$ cat src/rtl/div_seq.sv
// Sequential restoring radix-2 divider, signed or unsigned, one quotient bit per clock.
// Result is {remainder, quotient} and is held while start_i stays high in END.
module div_seq #(
    parameter int WIDTH = 32
) (
    input  logic                 clk,
    input  logic                 rst,
    input  logic                 signed_div_i,
    input  logic [WIDTH-1:0]     opdata1_i,
    input  logic [WIDTH-1:0]     opdata2_i,
    input  logic                 start_i,
    input  logic                 annul_i,
    output logic [2*WIDTH-1:0]   result_o,
    output logic                 ready_o,
    output logic                 busy_o,
    output logic                 div_by_zero_o
);

    // state  | meaning
    // IDLE   | waiting for start_i
    // BYZERO | divisor was zero, one cycle to publish the flagged zero result
    // ON     | WIDTH restoring steps, then sign correction on the extra cycle
    // END    | result published, held until start_i drops
    typedef enum logic [1:0] {S_IDLE, S_BYZERO, S_ON, S_END} state_t;

    localparam int CW = $clog2(WIDTH + 1);

    state_t           state;
    logic [CW-1:0]    cnt;
    logic [WIDTH-1:0] quot_q;
    logic [WIDTH-1:0] rem_q;
    logic [WIDTH-1:0] divisor_q;
    logic             neg_quot;
    logic             neg_rem;

    logic [WIDTH-1:0] mag_a;
    logic [WIDTH-1:0] mag_b;
    logic [WIDTH:0]   trial;
    logic             borrow;

    function automatic logic [WIDTH-1:0] neg(input logic [WIDTH-1:0] v);
        return ~v + WIDTH'(1);
    endfunction

    always_comb begin
        mag_a = (signed_div_i && opdata1_i[WIDTH-1]) ? neg(opdata1_i) : opdata1_i;
        mag_b = (signed_div_i && opdata2_i[WIDTH-1]) ? neg(opdata2_i) : opdata2_i;
        trial = {rem_q, quot_q[WIDTH-1]} - {1'b0, divisor_q};
        // The shifted remainder is below twice the divisor, so bit WIDTH of the
        // wrapped difference is set exactly when the subtract borrows.
        borrow = trial[WIDTH];
    end

    always_ff @(posedge clk or negedge rst) begin
        if (!rst) begin
            state         <= S_IDLE;
            cnt           <= '0;
            quot_q        <= '0;
            rem_q         <= '0;
            divisor_q     <= '0;
            neg_quot      <= 1'b0;
            neg_rem       <= 1'b0;
            result_o      <= '0;
            ready_o       <= 1'b0;
            busy_o        <= 1'b0;
            div_by_zero_o <= 1'b0;
        end else begin
            case (state)
                S_IDLE: begin
                    if (start_i && !annul_i) begin
                        quot_q    <= mag_a;
                        divisor_q <= mag_b;
                        rem_q     <= '0;
                        cnt       <= '0;
                        neg_quot  <= signed_div_i && (opdata1_i[WIDTH-1] ^ opdata2_i[WIDTH-1]);
                        neg_rem   <= signed_div_i && opdata1_i[WIDTH-1];
                        busy_o    <= 1'b1;
                        state     <= (opdata2_i == '0) ? S_BYZERO : S_ON;
                    end
                end
                S_BYZERO: begin
                    busy_o <= 1'b0;
                    if (annul_i) begin
                        state <= S_IDLE;
                    end else begin
                        result_o      <= '0;
                        div_by_zero_o <= 1'b1;
                        state         <= S_END;
                    end
                end
                S_ON: begin
                    if (annul_i) begin
                        busy_o <= 1'b0;
                        state  <= S_IDLE;
                    end else if (cnt == CW'(WIDTH)) begin
                        result_o      <= {neg_rem  ? neg(rem_q)  : rem_q,
                                          neg_quot ? neg(quot_q) : quot_q};
                        div_by_zero_o <= 1'b0;
                        busy_o        <= 1'b0;
                        state         <= S_END;
                    end else begin
                        rem_q  <= borrow ? {rem_q[WIDTH-2:0], quot_q[WIDTH-1]} : trial[WIDTH-1:0];
                        quot_q <= {quot_q[WIDTH-2:0], ~borrow};
                        cnt    <= cnt + CW'(1);
                    end
                end
                S_END: begin
                    if (!start_i) begin
                        ready_o       <= 1'b0;
                        result_o      <= '0;
                        div_by_zero_o <= 1'b0;
                        state         <= S_IDLE;
                    end else begin
                        ready_o <= 1'b1;
                    end
                end
                default: state <= S_IDLE;
            endcase
        end
    end

endmodule

$ cat config.mk
export PLATFORM = sky130hd
export DESIGN_NAME = div_seq
export DESIGN_NICKNAME = d
export VERILOG_FILES = /design/src/rtl/div_seq.sv
export SDC_FILE = /design/constraint.sdc
export NUM_CORES = 1
export LEC_CHECK = 0
export BUFFER_PORTS_ARGS = -buffer_cell sky130_fd_sc_hd__buf_2
export CAP_MARGIN = 20
export CORE_UTILIZATION = 48
export DETAILED_ROUTE_END_ITERATION = 7
export GPL_ROUTABILITY_DRIVEN = 1
export GPL_TIMING_DRIVEN = 0
export PLACE_DENSITY = 0.68
export SYNTH_ARGS = -nofsm -noshare
export SYNTH_HDL_FRONTEND = slang
export SYNTH_SLANG_ARGS = --single-unit
$ cat constraint.sdc
create_clock -name clk -period 6.65 [get_ports clk]
set_input_delay 1.33 -clock clk [delete_from_list [all_inputs] [get_ports clk]]
set_output_delay 1.33 -clock clk [all_outputs]
set_load 0.02 [all_outputs]
==> reports/metrics.sh, run 1 <==
RUN_STATUS='finished clean'
FINALHOLDWORSTSLACK_PS=461.8
DR.FIRST_ITER.DRC_COUNT=1034
GRT_PASS1_WL_MICRONS=53700
SYNTH-XOR-AREA-SHARE_PCT=10.66
POSTCTSHOLDBUFS=0
INTERNAL_PORTION_OF_TOTAL_POWER_mW=3.281
CLOCK_POWER_SHARE_PCT=14.3
TIGHTEST_SLEW_PS=958.2
YOSYS.CELL_TYPES.COUNT=71
LIBRARY_CELL_WITH_THE_HIGHEST_INSTANCE_COUNT_AFTER_SYNTHESIS='sky130_fd_sc_hd__nand2_1'
WORSTSETUPSTARTPOINTTYPE='register'
CRITICAL_PATH_CLASS='register to register'
POST_SYNTH.CELL_AREA_AVG_SQ_UM=8.305
SETUP-TNS-FINAL_PS=0
YOSYS.AREA.TOP_TYPE_SHARE_PCT=36.86
SLEW_HEADROOM_PCT=36.12
LAYOUT-AREA-OVERHEAD-VS-SYNTH_PCT=14.01
MUX_SHARE_OF_POST_SYNTHESIS_CELL_AREA_PCT=0.5327
NUM_VIAS=10931
POWER_mW=6.588
CLOCK-ROOT-BUFFER='sky130_fd_sc_hd__clkbuf_16'
ANTENNA_FOUND_INITIAL=0
POST-ROUTE-DRC-COUNT=0
DIE_WIDTH_MICRONS=158.4
DRT-WIRELENGTH-PER-CELL_MICRONS=17.50
TIMING.FINAL.SETUP_VIOLATIONS=0
START_UTIL_PCT=49.44
INSERTION_DELAY_PS=430
PLACE.DETAILED.INSTANCES=1868
WORSTPATHARRIVAL_PS=4130
SEQUENTIAL_ELEMENT_SHARE_OF_THE_SYNTHESIZED_AREA_PCT=36.86
FIN_NETS=1682
POWER.SHARE.COMBINATIONAL_PCT=57.1
YS_TOP_CELLS_BY_AREA='sky130_fd_sc_hd__dfrtp_1 (37%), sky130_fd_sc_hd__o21ai_0 (6.9%), sky130_fd_sc_hd__nand2_1 (6.9%)'
GRT_PASS1_VIAS=10237
POSTSYNTH.TOPFLOPCELL='sky130_fd_sc_hd__dfrtp_1'
SYNTH.YOSYS.WARNINGS=0
FP.DIEAREA_SQ_UM=25100
LAYOUT.FILLER_CELLS=2200
CTS_INSERTED_BUFFERS=17
ANTENNA_CELLS_INSERTED=0
SYNTH-ASYNC-RESET-RATIO_PCT=100.0
TIMING.MAX_CAP.VIOLATIONS=0
POST_SYNTH_INSTANCE_AREA_SQ_UM=11740
MAXSLEWVIOLCOUNT=0
POST-DP-HPWL_MICRONS=25780
TIMING_HOLD_VIOLATIONS_FINAL=0
DETAIL-ROUTE-ANTENNA-NETS=0
MAIN_COMBINATIONAL_CELL_FAMILY_BY_AREA_AFTER_SYNTHESIS='compound AO/OA/AOI/OAI gates'
CTS_TREE='built'
FLOORPLAN.ROWS=56
CRIT_SHARE_POST_ROUTE_PCT=57.11
POST_SYNTH_INST_COUNT=1414
FP.DIEH_MICRONS=158.4
POWER_SWITCHING_SHARE_PCT=50.20
VIA_CELL_RATIO=5.753
SYNTH_COMPOUND_GATE_AREA_SHARE_PCT=21.94
CTS.SINKS=173
FINAL.SETUP.WORST_SLACK_PS=2852
GRT_MAX_DEGREE=102
NUMBER_OF_REGISTER_BITS_INFERRED_BY_SYNTHESIS=173
GLOBALROUTETOTALUTIL_PCT=27.58
CRITICAL-PATH-TOP-CELL-BY-COUNT='sky130_fd_sc_hd__clkbuf_1'
WORSTHOLDPATHTYPE='register to register'
CLKSLEWWORSTSETUPHOLDPATHS_PS=70
COREAREA_SQ_UM=23750
CTS.HTREE.LEVELS=4
TOP_LEVEL_PORTS=136
SEQ_POWER_SHARE_PCT=28.6
CTS_REPAIR_RESIZE_COUNT=0
CRIT_FANOUT=10
TIMING.FINAL.CRIT_PERIOD_PS=3798
FMAX_GHz=0.2633
SYNTH.LARGEST_AREA_CELL='sky130_fd_sc_hd__dfrtp_1'
CRITPATHCAPTURETYPE='register'
FRACTION_OF_FINAL_LAYOUT_CELLS_SIZED_BEYOND_DRIVE_STRENGTH_1_PCT=12.46
SIMPLE_GATE_SHARE_OF_THE_SYNTHESIZED_AREA_PCT=20.68
CTS_POST_SETUP_BUFFERS_INSERTED=0
GR-TOTAL-OVERFLOW=0
CTS_MAX_PATH_BUFFERS=2
CRITICAL_PATH.CELL_CHAIN='inv_1 > ha_1 > clkbuf_1 > o41ai_1 > a221oi_1 > clkbuf_1 > clkbuf_1 > o2111ai_1 > o211ai_1'
CLOCK-SKEW-FINAL_PS=15.05
POWER_DENSITY_nW_PER_UM2=492.0
RSZ0062_AT_GRT='no'
PLACEMENT.SETUP.WORST_SLACK_PS=2556
YOSYS.AREA_SHARE.ADDER_PCT=4.858
SLOWEST_STAGE='sky130_fd_sc_hd__a221oi_1'
FINALWIRELENGTH_MICRONS=33250
MAX_STAGE_DELAY_PS=850
STDCELL_COUNT=1900
ROUTABILITYCONGESTION=0.9220
LEAKAGEPOWER_nW=6.126
VDD_IR_DROP_MAX_V=0.0001812
CP_DATA_REQUIRED_TIME_PS=6990
PORT_BUFFERS=134
SYNTH_COMMON_CELLS='sky130_fd_sc_hd__nand2_1 (217), sky130_fd_sc_hd__dfrtp_1 (173), sky130_fd_sc_hd__o21ai_0 (163), sky130_fd_sc_hd__a21oi_1 (83), sky130_fd_sc_hd__xor2_1 (83)'
SYN_NETS=1528
COUNT_OF_FLIP_FLOPS_WITH_A_BUILT_IN_ENABLE_AFTER_SYNTHESIS=0
FIRSTDRTPASSITERS=5
POWER.SWITCHING_mW=3.307
## worst max-delay path, delay by kind of cell (launching register included)
kind	cells	cell delay, ps
buffers and inverters	4	1600
AOI/OAI and AO/OA	4	1480
DFF	1	440
adders and majority gates	1	190
## cells in the final DEF, fill, tap and decap left out, types with 11 or more instances in the layout
cell,n
sky130_fd_sc_hd__inv_1,57
sky130_fd_sc_hd__ha_1,44
sky130_fd_sc_hd__xor2_1,83
sky130_fd_sc_hd__a221o_1,14
sky130_fd_sc_hd__o41ai_1,11
sky130_fd_sc_hd__dfrtp_1,173
sky130_fd_sc_hd__clkbuf_16,17
sky130_fd_sc_hd__buf_2,138
sky130_fd_sc_hd__o2111ai_1,14
sky130_fd_sc_hd__nor3_1,23
sky130_fd_sc_hd__xnor2_1,60
sky130_fd_sc_hd__nand4_1,14
sky130_fd_sc_hd__a21o_1,15
sky130_fd_sc_hd__o31ai_1,18
sky130_fd_sc_hd__and3_1,29
sky130_fd_sc_hd__nor4_1,14
sky130_fd_sc_hd__or4_1,14
sky130_fd_sc_hd__a21oi_1,83
sky130_fd_sc_hd__o21ai_1,26
sky130_fd_sc_hd__clkbuf_1,68
sky130_fd_sc_hd__nand3_1,38
sky130_fd_sc_hd__o21ai_0,163
sky130_fd_sc_hd__nor2_1,64
sky130_fd_sc_hd__or3_1,25
sky130_fd_sc_hd__nand2_1,217
sky130_fd_sc_hd__o211ai_1,17
sky130_fd_sc_hd__nand2b_1,12
## layout make-up
type / instances / area, sq um / area share [%]
multi-input combinational: 1104 / 6890 / 51.46
buffer: 79 / 306.5 / 2.290
inverter: 58 / 217.7 / 1.626
clock buffer: 18 / 429.2 / 3.205
sequential: 173 / 4329 / 32.33
timing repair buffer: 135 / 708.2 / 5.289
tap: 319 / 399.1 / 2.981
clock inverter: 14 / 108.9 / 0.8130
## cell families after synthesis
group,count (synthesis)
xor gates and xnor gates,143
adders and majority gates,45
muxes,6
buffers and inverters,137
and+or+nand+nor,495
DFF,173
AOI/OAI and AO/OA,415
## state kept, by name, indices dropped and copies added (netlist names)
register and cells:
busy_o 1, cnt 6, div_by_zero_o 1, divisor_q 32, neg_quot 1, neg_rem 1, quot_q 32, ready_o 1
rem_q 32, result_o 64, state 2
## through the flow
| stage | instance area, sq um | util, % |
|---|---|---|
| 4_1_cts | 13390 | 56.37 |
| 6_report | 13390 | 56.37 |
| 3_3_place_gp | 12810 | 53.95 |
| 3_5_place_dp | 12850 | 54.10 |
| 5_1_grt | 13390 | 56.37 |
| 2_1_floorplan | 11740 | - |
## worst paths after layout
kind | start | slack [ps] | cells past startpoint | end
max | state[0] | 2850 | 9 | rem_q[29]
min | result_o[4] | 460 | 2 | result_o[4]
max reg2reg | state[0] | 2850 | 9 | rem_q[29]
min reg2reg | result_o[4] | 460 | 2 | result_o[4]
max in group asynchronous | rst | 4900 | 2 | rem_q[27]
min in group asynchronous | rst | 840 | 1 | quot_q[23]
## per-layer routing
layer	wire, microns	vias up	share of wire [%]	track usage, %
met5	0	-	0	0
met4	397	0	1.2	7.372
met3	2316	33	7.0	3.947
met2	14280	387	43	41.94
met1	16260	5142	49	40.70
li1	-	5369	-	-
## power by group through the flow
stage               combinational (mW)  sequential (mW)  clock (mW)
detailed placement                3.70             1.89           0
CTS                               3.72             1.87       0.949
global placement                  3.64             1.88           0
finish                            3.76             1.89       0.939
floorplan                         2.57             1.93           0
global route                      4.22             1.94       0.992
Note: power is estimated with default switching activity, not from simulation.
==> run 2, diff against run 1 <==
==> constraint.sdc (replaced) <==
create_clock -name clk -period 3.5 [get_ports clk]
set_input_delay 0.7 -clock clk [delete_from_list [all_inputs] [get_ports clk]]
set_output_delay 0.7 -clock clk [all_outputs]
set_load 0.02 [all_outputs]
==> reports/metrics.sh, run 2 (synthesized netlist as in run 1, its figures left out) <==
CP_DATA_REQUIRED_TIME_PS=3800  # -3190 ps
TIGHTEST_SLEW_PS=929.1  # -29.13 ps
PLACE.DETAILED.INSTANCES=1868  # unchanged
INTERNAL_PORTION_OF_TOTAL_POWER_mW=6.315  # +92%
ANTENNA_CELLS_INSERTED=0  # unchanged
FMAX_GHz=0.3002  # +14%
CRIT_SHARE_POST_ROUTE_PCT=95.19  # +38 points
FP.DIEH_MICRONS=158.4  # unchanged
POST-ROUTE-DRC-COUNT=0  # unchanged
DRT-WIRELENGTH-PER-CELL_MICRONS=17.50  # about the same
INSERTION_DELAY_PS=430  # about the same
CTS.HTREE.LEVELS=4  # unchanged
SLEW_HEADROOM_PCT=37.53  # +1.4 points
VIA_CELL_RATIO=5.749  # about the same
REGMOSTFLOPS='result_o'
CRIT_FANOUT=10  # unchanged
TIMING_HOLD_VIOLATIONS_FINAL=0  # unchanged
VDD_IR_DROP_MAX_V=0.0003315  # +83%
NUM_VIAS=10952  # +0.19%
POST-DP-HPWL_MICRONS=25780  # unchanged
FLOORPLAN.ROWS=56  # unchanged
LEAKAGEPOWER_nW=6.176  # +0.82%
DETAIL-ROUTE-ANTENNA-NETS=0  # unchanged
GR-TOTAL-OVERFLOW=0  # unchanged
PORT_BUFFERS=134  # unchanged
SEQ_POWER_SHARE_PCT=28.3  # -0.3 points
TIMING.FINAL.CRIT_PERIOD_PS=3332  # -466.0 ps
FRACTION_OF_FINAL_LAYOUT_CELLS_SIZED_BEYOND_DRIVE_STRENGTH_1_PCT=13.30  # +0.84 points
CRITPATHCAPTURETYPE='register'
FINAL.SETUP.WORST_SLACK_PS=168.4  # -2684 ps
FP.DIEAREA_SQ_UM=25100  # unchanged
POSTCTSHOLDBUFS=0  # unchanged
SETUP-TNS-FINAL_PS=0  # unchanged
DIE_WIDTH_MICRONS=158.4  # unchanged
ANTENNA_FOUND_INITIAL=0  # unchanged
CLOCK-SKEW-FINAL_PS=14.84  # -0.2119 ps
ROUTABILITYCONGESTION=0.9220  # unchanged
COREAREA_SQ_UM=23750  # unchanged
CLOCK-ROOT-BUFFER='sky130_fd_sc_hd__clkbuf_16'
CTS.SINKS=173  # unchanged
LAYOUT.CELLS.MOST_COMMON='sky130_fd_sc_hd__nand2_1'
GLOBALROUTETOTALUTIL_PCT=27.63  # +0.051 points
POWER.SHARE.COMBINATIONAL_PCT=57.6  # +0.5 points
DETAILED_PLACE.AREA_SQ_UM=12850  # unchanged
RUN_STATUS='finished clean'
WORSTHOLDPATHTYPE='input pin to asynchronous set/reset pin'
CTS_TREE='built'
NUMBER_OF_FLIP_FLOPS_IN_THE_LARGEST_REGISTER=64  # unchanged
STDCELL_COUNT=1905  # +0.26%
POWER_DENSITY_nW_PER_UM2=939.4  # +91%
CLKSLEWWORSTSETUPHOLDPATHS_PS=70  # about the same
LAYOUT-AREA-OVERHEAD-VS-SYNTH_PCT=14.84
GRT_MAX_DEGREE=102  # unchanged
GRT_PASS1_VIAS=10254  # +0.17%
WORSTPATHARRIVAL_PS=3640  # -490 ps
CRITICAL_PATH_CLASS='register to register'
TIMING.FINAL.SETUP_VIOLATIONS=0  # unchanged
TOP_LEVEL_PORTS=136  # unchanged
DR.FIRST_ITER.DRC_COUNT=988  # -4.4%
PLACEMENT.SETUP.WORST_SLACK_PS=-132.8  # -2689 ps
CLOCK_POWER_SHARE_PCT=14.1  # -0.2 points
FIRSTDRTPASSITERS=5  # unchanged
CTS_MAX_PATH_BUFFERS=2  # unchanged
START_UTIL_PCT=49.44  # unchanged
FINALWIRELENGTH_MICRONS=33330  # +0.24%
FIN_NETS=1687  # +0.30%
POWER_SWITCHING_SHARE_PCT=50.15  # about the same
MAXSLEWVIOLCOUNT=0  # unchanged
GRT_PASS1_WL_MICRONS=53800  # +0.18%
WORSTSETUPSTARTPOINTTYPE='register'
TIMING.MAX_CAP.VIOLATIONS=0  # unchanged
POWER.SWITCHING_mW=6.354  # +92%
FINAL_CELL_MIX='sky130_fd_sc_hd__nand2_1 (217), sky130_fd_sc_hd__dfrtp_1 (173), sky130_fd_sc_hd__o21ai_0 (163)'
CTS_INSERTED_BUFFERS=17  # unchanged
FINALINSTANCEAREA_SQ_UM=13490  # +0.73%
[run 2: final timing paths]
| check | start | end | depth (start not counted) | slack, ps |
|---|---|---|---|---|
| worst max register to register | quot_q[31] | rem_q[19] | 13 | 170 |
| max in group asynchronous | rst | rem_q[27] | 2 | 2370 |
| worst max-delay path | quot_q[31] | rem_q[19] | 13 | 170 |
| min in group clk | result_o[4] | result_o[4] | 2 | 460 |
| worst min-delay path | rst | quot_q[23] | 1 | 220 |
| worst min register to register | result_o[4] | result_o[4] | 2 | 460 |
[run 2: area by class of cell]
class | count | area, sq um
Fill cell | 2196 | 10270
Multi-Input combinational cell | 1104 | 6940
Sequential cell | 173 | 4329
Timing Repair Buffer | 140 | 745.7
Clock buffer | 18 | 429.2
Tap cell | 319 | 399.1
Buffer | 79 | 316.6
Inverter | 58 | 217.7
Clock inverter | 14 | 108.9
[run 2: metrics by stage]
| stage | total power [mW] | hold WS (ps) | utilization (%) |
|---|---|---|---|
| after floorplan | 8.547 | 404.4 | - |
| after global placement | 10.49 | 447.9 | 53.95 |
| after detailed placement | 10.63 | 452.5 | 54.10 |
| after CTS | 12.48 | 254.8 | 56.51 |
| after global routing | 13.74 | 268.8 | 56.78 |
| final | 12.67 | 215.6 | 56.78 |
[run 2: routing by layer]
metal	vias to the layer above	global-route usage (%)	routed length (microns)
li1	5373	-	-
met1	5168	40.73	16370
met2	370	42.08	14290
met3	41	3.947	2186
met4	0	7.372	481
met5	-	0	0
[run 2: power groups by stage]
stage	logic, mW	clock network (mW)	registers (mW)
floorplan	4.89	0	3.66
global placement	6.92	0	3.56
detailed placement	7.04	0	3.60
CTS	7.12	1.80	3.56
global route	8.17	1.88	3.68
finish	7.29	1.79	3.58
[run 2: worst max-delay path, cell delays in order, from the launching register on]
cell and delay, ps:
sky130_fd_sc_hd__dfrtp_1 320, sky130_fd_sc_hd__inv_1 110, sky130_fd_sc_hd__ha_1 260, sky130_fd_sc_hd__fa_1 430, sky130_fd_sc_hd__nor2b_2 180, sky130_fd_sc_hd__o31ai_2 110, sky130_fd_sc_hd__a211oi_2 260, sky130_fd_sc_hd__o21ai_2 140
sky130_fd_sc_hd__a211oi_4 390, sky130_fd_sc_hd__or4_1 170, sky130_fd_sc_hd__buf_4 180, sky130_fd_sc_hd__nand2_4 120, sky130_fd_sc_hd__buf_4 220, sky130_fd_sc_hd__a221o_1 290
[run 2: repair_timing]
action                     in CTS  in global routing
setup buffers                   1                  4
setup endpoints to repair      37                 38
resized for setup               5                 15
pin swaps                       2                  6
==> run 3, diff against run 2 <==
==> constraint.sdc (replaced) <==
create_clock -name clk -period 3.1 [get_ports clk]
set_input_delay 0.62 -clock clk [delete_from_list [all_inputs] [get_ports clk]]
set_output_delay 0.62 -clock clk [all_outputs]
set_load 0.02 [all_outputs]
==> reports/metrics.sh, run 3 (synthesized netlist as in run 1, its figures left out) <==
INTERNAL_PORTION_OF_TOTAL_POWER_mW=7.419  # +17%
TIMING_HOLD_VIOLATIONS_FINAL=0  # unchanged
CRITPATHCAPTURETYPE='register'
CLOCK_POWER_SHARE_PCT=13.6  # -0.5 points
ANTENNA_FOUND_INITIAL=0  # unchanged
CTS_MAX_PATH_BUFFERS=2  # unchanged
FINAL_CORE_UTILIZATION_PCT=57.71  # +0.93 points
CLOCK-SKEW-FINAL_PS=16.03  # +1.193 ps
TIMING.MAX_CAP.VIOLATIONS=0  # unchanged
DETAIL-ROUTE-ANTENNA-NETS=0  # unchanged
LAYOUT-AREA-OVERHEAD-VS-SYNTH_PCT=16.73
SLOWEST_STAGE='sky130_fd_sc_hd__dfrtp_1'
FIRSTDRTPASSITERS=5  # unchanged
DRT-WIRELENGTH-PER-CELL_MICRONS=17.65  # +0.86%
FP.DIEAREA_SQ_UM=25100  # unchanged
SLEW_HEADROOM_PCT=48.82  # +11 points
CTS.HTREE.LEVELS=4  # unchanged
FINAL_CELL_MIX='sky130_fd_sc_hd__nand2_1 (217), sky130_fd_sc_hd__dfrtp_1 (168), sky130_fd_sc_hd__o21ai_0 (162)'
WORSTHOLDPATHTYPE='input pin to asynchronous set/reset pin'
POST-DP-HPWL_MICRONS=25780  # unchanged
VIA_CELL_RATIO=5.747  # about the same
CRITICAL_PATH_CLASS='register to register'
CLKSLEWWORSTSETUPHOLDPATHS_PS=70  # about the same
REGMOSTFLOPS='result_o'
GRT_MAX_DEGREE=102  # unchanged
LAYOUT.CELLS.MOST_COMMON='sky130_fd_sc_hd__nand2_1'
SETUP-TNS-FINAL_PS=0  # unchanged
FMAX_GHz=0.3369  # +12%
POWER_SWITCHING_SHARE_PCT=49.58  # -0.57 points
TIMING.RR.START='rem_q[7]'
WORSTPATHARRIVAL_PS=3320  # -320 ps
POST-ROUTE-DRC-COUNT=0  # unchanged
FLOORPLAN.ROWS=56  # unchanged
WORST-R2R-SETUP-SLACK_PS=130  # -40 ps
GRT_PASS1_WL_MICRONS=54050  # +0.46%
FP.DIEH_MICRONS=158.4  # unchanged
COREAREA_SQ_UM=23750  # unchanged
FRACTION_OF_FINAL_LAYOUT_CELLS_SIZED_BEYOND_DRIVE_STRENGTH_1_PCT=15.34  # +2.0 points
NUM_VIAS=10976  # +0.22%
START_UTIL_PCT=49.44  # unchanged
MAXSLEWVIOLCOUNT=0  # unchanged
TOP_LEVEL_PORTS=136  # unchanged
R2R_DEPTH=10  # -3
CRIT_FANOUT=7  # -3
CTS.SINKS=173  # unchanged
CLOCK-ROOT-BUFFER='sky130_fd_sc_hd__clkbuf_16'
WORSTSETUPSTARTPOINTTYPE='register'
WORST-PATH-BUF-INV=1  # -2
CP_DATA_REQUIRED_TIME_PS=3450  # -350 ps
LEAKAGEPOWER_nW=6.231  # +0.89%
GLOBALROUTETOTALUTIL_PCT=27.82  # +0.19 points
TIGHTEST_SLEW_PS=766.0  # -163.1 ps
INSERTION_DELAY_PS=430  # about the same
RUN_STATUS='finished clean'
POWER_DENSITY_nW_PER_UM2=1073  # +14%
MAX_STAGE_DELAY_PS=500  # +70 ps
SEQ_POWER_SHARE_PCT=27.6  # -0.7 points
VDD_IR_DROP_MAX_V=0.0004181  # +26%
FIN_NETS=1692  # +0.30%
POWER.SWITCHING_mW=7.295  # +15%
ROUTABILITYCONGESTION=0.9220  # unchanged
POWER.SHARE.COMBINATIONAL_PCT=58.8  # +1.2 points
CRIT_SHARE_POST_ROUTE_PCT=95.74  # +0.55 points
FINALWIRELENGTH_MICRONS=33700  # +1.1%
PORT_BUFFERS=134  # unchanged
ANTENNA_CELLS_INSERTED=0  # unchanged
CTS_INSERTED_BUFFERS=17  # unchanged
CRITICAL-PATH-TOP-DELAY-FAMILY='simple AND/OR/NAND/NOR gates'
LAYOUT.FILLER_CELLS=2175  # -0.96%
DR.FIRST_ITER.DRC_COUNT=947  # -4.1%
RSZ0062_AT_GRT='no'
GRT_PASS1_VIAS=10366  # +1.1%
TIMING.FINAL.SETUP_VIOLATIONS=0  # unchanged
GR-TOTAL-OVERFLOW=0  # unchanged
TIMING.FINAL.CRIT_PERIOD_PS=2968  # -363.8 ps
DIE_WIDTH_MICRONS=158.4  # unchanged
CTS_TREE='built'
R2R_END='rem_q[15]'
NUMBER_OF_FLIP_FLOPS_IN_THE_LARGEST_REGISTER=64  # unchanged
CRITICAL_PATH.CELL_CHAIN='ha_1 > nand2_1 > o211a_1 > nor3_1 > or2_1 > clkbuf_1 > a221oi_1 > xnor2_1 > nand4_1 > o211ai_1'
[run 3: changes by cell type in the layout (fill, tap and decap cells not counted), moves of 3 or more]
cell | previous run | this run
sky130_fd_sc_hd__ha_1 | 44 | 35
sky130_fd_sc_hd__ha_2 | 0 | 8
sky130_fd_sc_hd__buf_6 | 0 | 6
sky130_fd_sc_hd__buf_4 | 8 | 13
sky130_fd_sc_hd__clkbuf_1 | 65 | 60
sky130_fd_sc_hd__dfrtp_1 | 173 | 168
sky130_fd_sc_hd__dfrtp_2 | 0 | 5
sky130_fd_sc_hd__buf_2 | 137 | 134
[run 3: cell type report]
class	count	area (sq um)	share of cell area [%]
timing repair buffer	149	829.5	6.052
clock buffer	18	429.2	3.131
inverter	58	217.7	1.588
tap	319	399.1	2.912
buffer	75	339.1	2.474
sequential	173	4335	31.63
clock inverter	14	108.9	0.7941
multi-input combinational	1104	7049	51.42
[run 3: worst max-delay path by stage]
stage                    start           end  slack [ps]  depth (start not counted)
detailed placement    state[0]     rem_q[29]        -530                          9
global route        quot_q[31]     rem_q[24]           4                         13
finish                rem_q[7]     rem_q[15]         130                         10
floorplan           quot_q[31]     rem_q[13]          80                         13
global placement           rst  result_o[58]       -1340                          1
CTS                  rem_q[12]      rem_q[2]           8                         12
[run 3: power groups by stage]
stage | registers, mW | clock network, mW | logic (mW)
after floorplan | 4.13 | 0 | 5.52
after global placement | 4.02 | 0 | 7.82
after detailed placement | 4.06 | 0 | 7.95
after CTS | 4.02 | 2.03 | 8.32
after global routing | 4.17 | 2.13 | 9.62
final | 4.06 | 2.01 | 8.65
[run 3: through the flow]
step	worst slack, ps	instance area [sq um]	hold WS [ps]	cells	total power [mW]
global route	4.385	13710	187.7	1910	15.91
detailed placement	-532.8	12850	452.5	1868	12.01
global placement	-1337	12810	447.9	1867	11.84
finish	132.2	13710	146.5	1910	14.71
floorplan	81.46	11740	324.4	1414	9.649
CTS	7.522	13570	174.7	1910	14.37
[run 3: per-layer routing]
layer  vias up  GRT usage [%]  wire [microns]
met5         -              0               0
met4         0          7.784             475
met3        40          4.954            2422
met2       383          42.59           14590
met1      5173          40.07           16210
li1       5380              -               -
[run 3: worst register-to-register path, cell delays in order (launching register included)]
cell                       delay (ps)
sky130_fd_sc_hd__dfrtp_1          500
sky130_fd_sc_hd__ha_1             450
sky130_fd_sc_hd__nand2_1          110
sky130_fd_sc_hd__o211a_1          230
sky130_fd_sc_hd__nor3_1           460
sky130_fd_sc_hd__or2_1            180
sky130_fd_sc_hd__clkbuf_1         240
sky130_fd_sc_hd__a221oi_1         140
sky130_fd_sc_hd__xnor2_1          300
sky130_fd_sc_hd__nand4_1          150
sky130_fd_sc_hd__o211ai_1         130
[run 3: timing repair]
| action | in CTS | in global routing |
|---|---|---|
| endpoints found under the setup margin | 53 | 68 |
| hold buffers | 0 | 0 |
| cloned | 1 | 0 |
| gates resized for setup | 30 | 32 |
| buffers inserted | 9 | 4 |
| pin swaps | 8 | 6 |
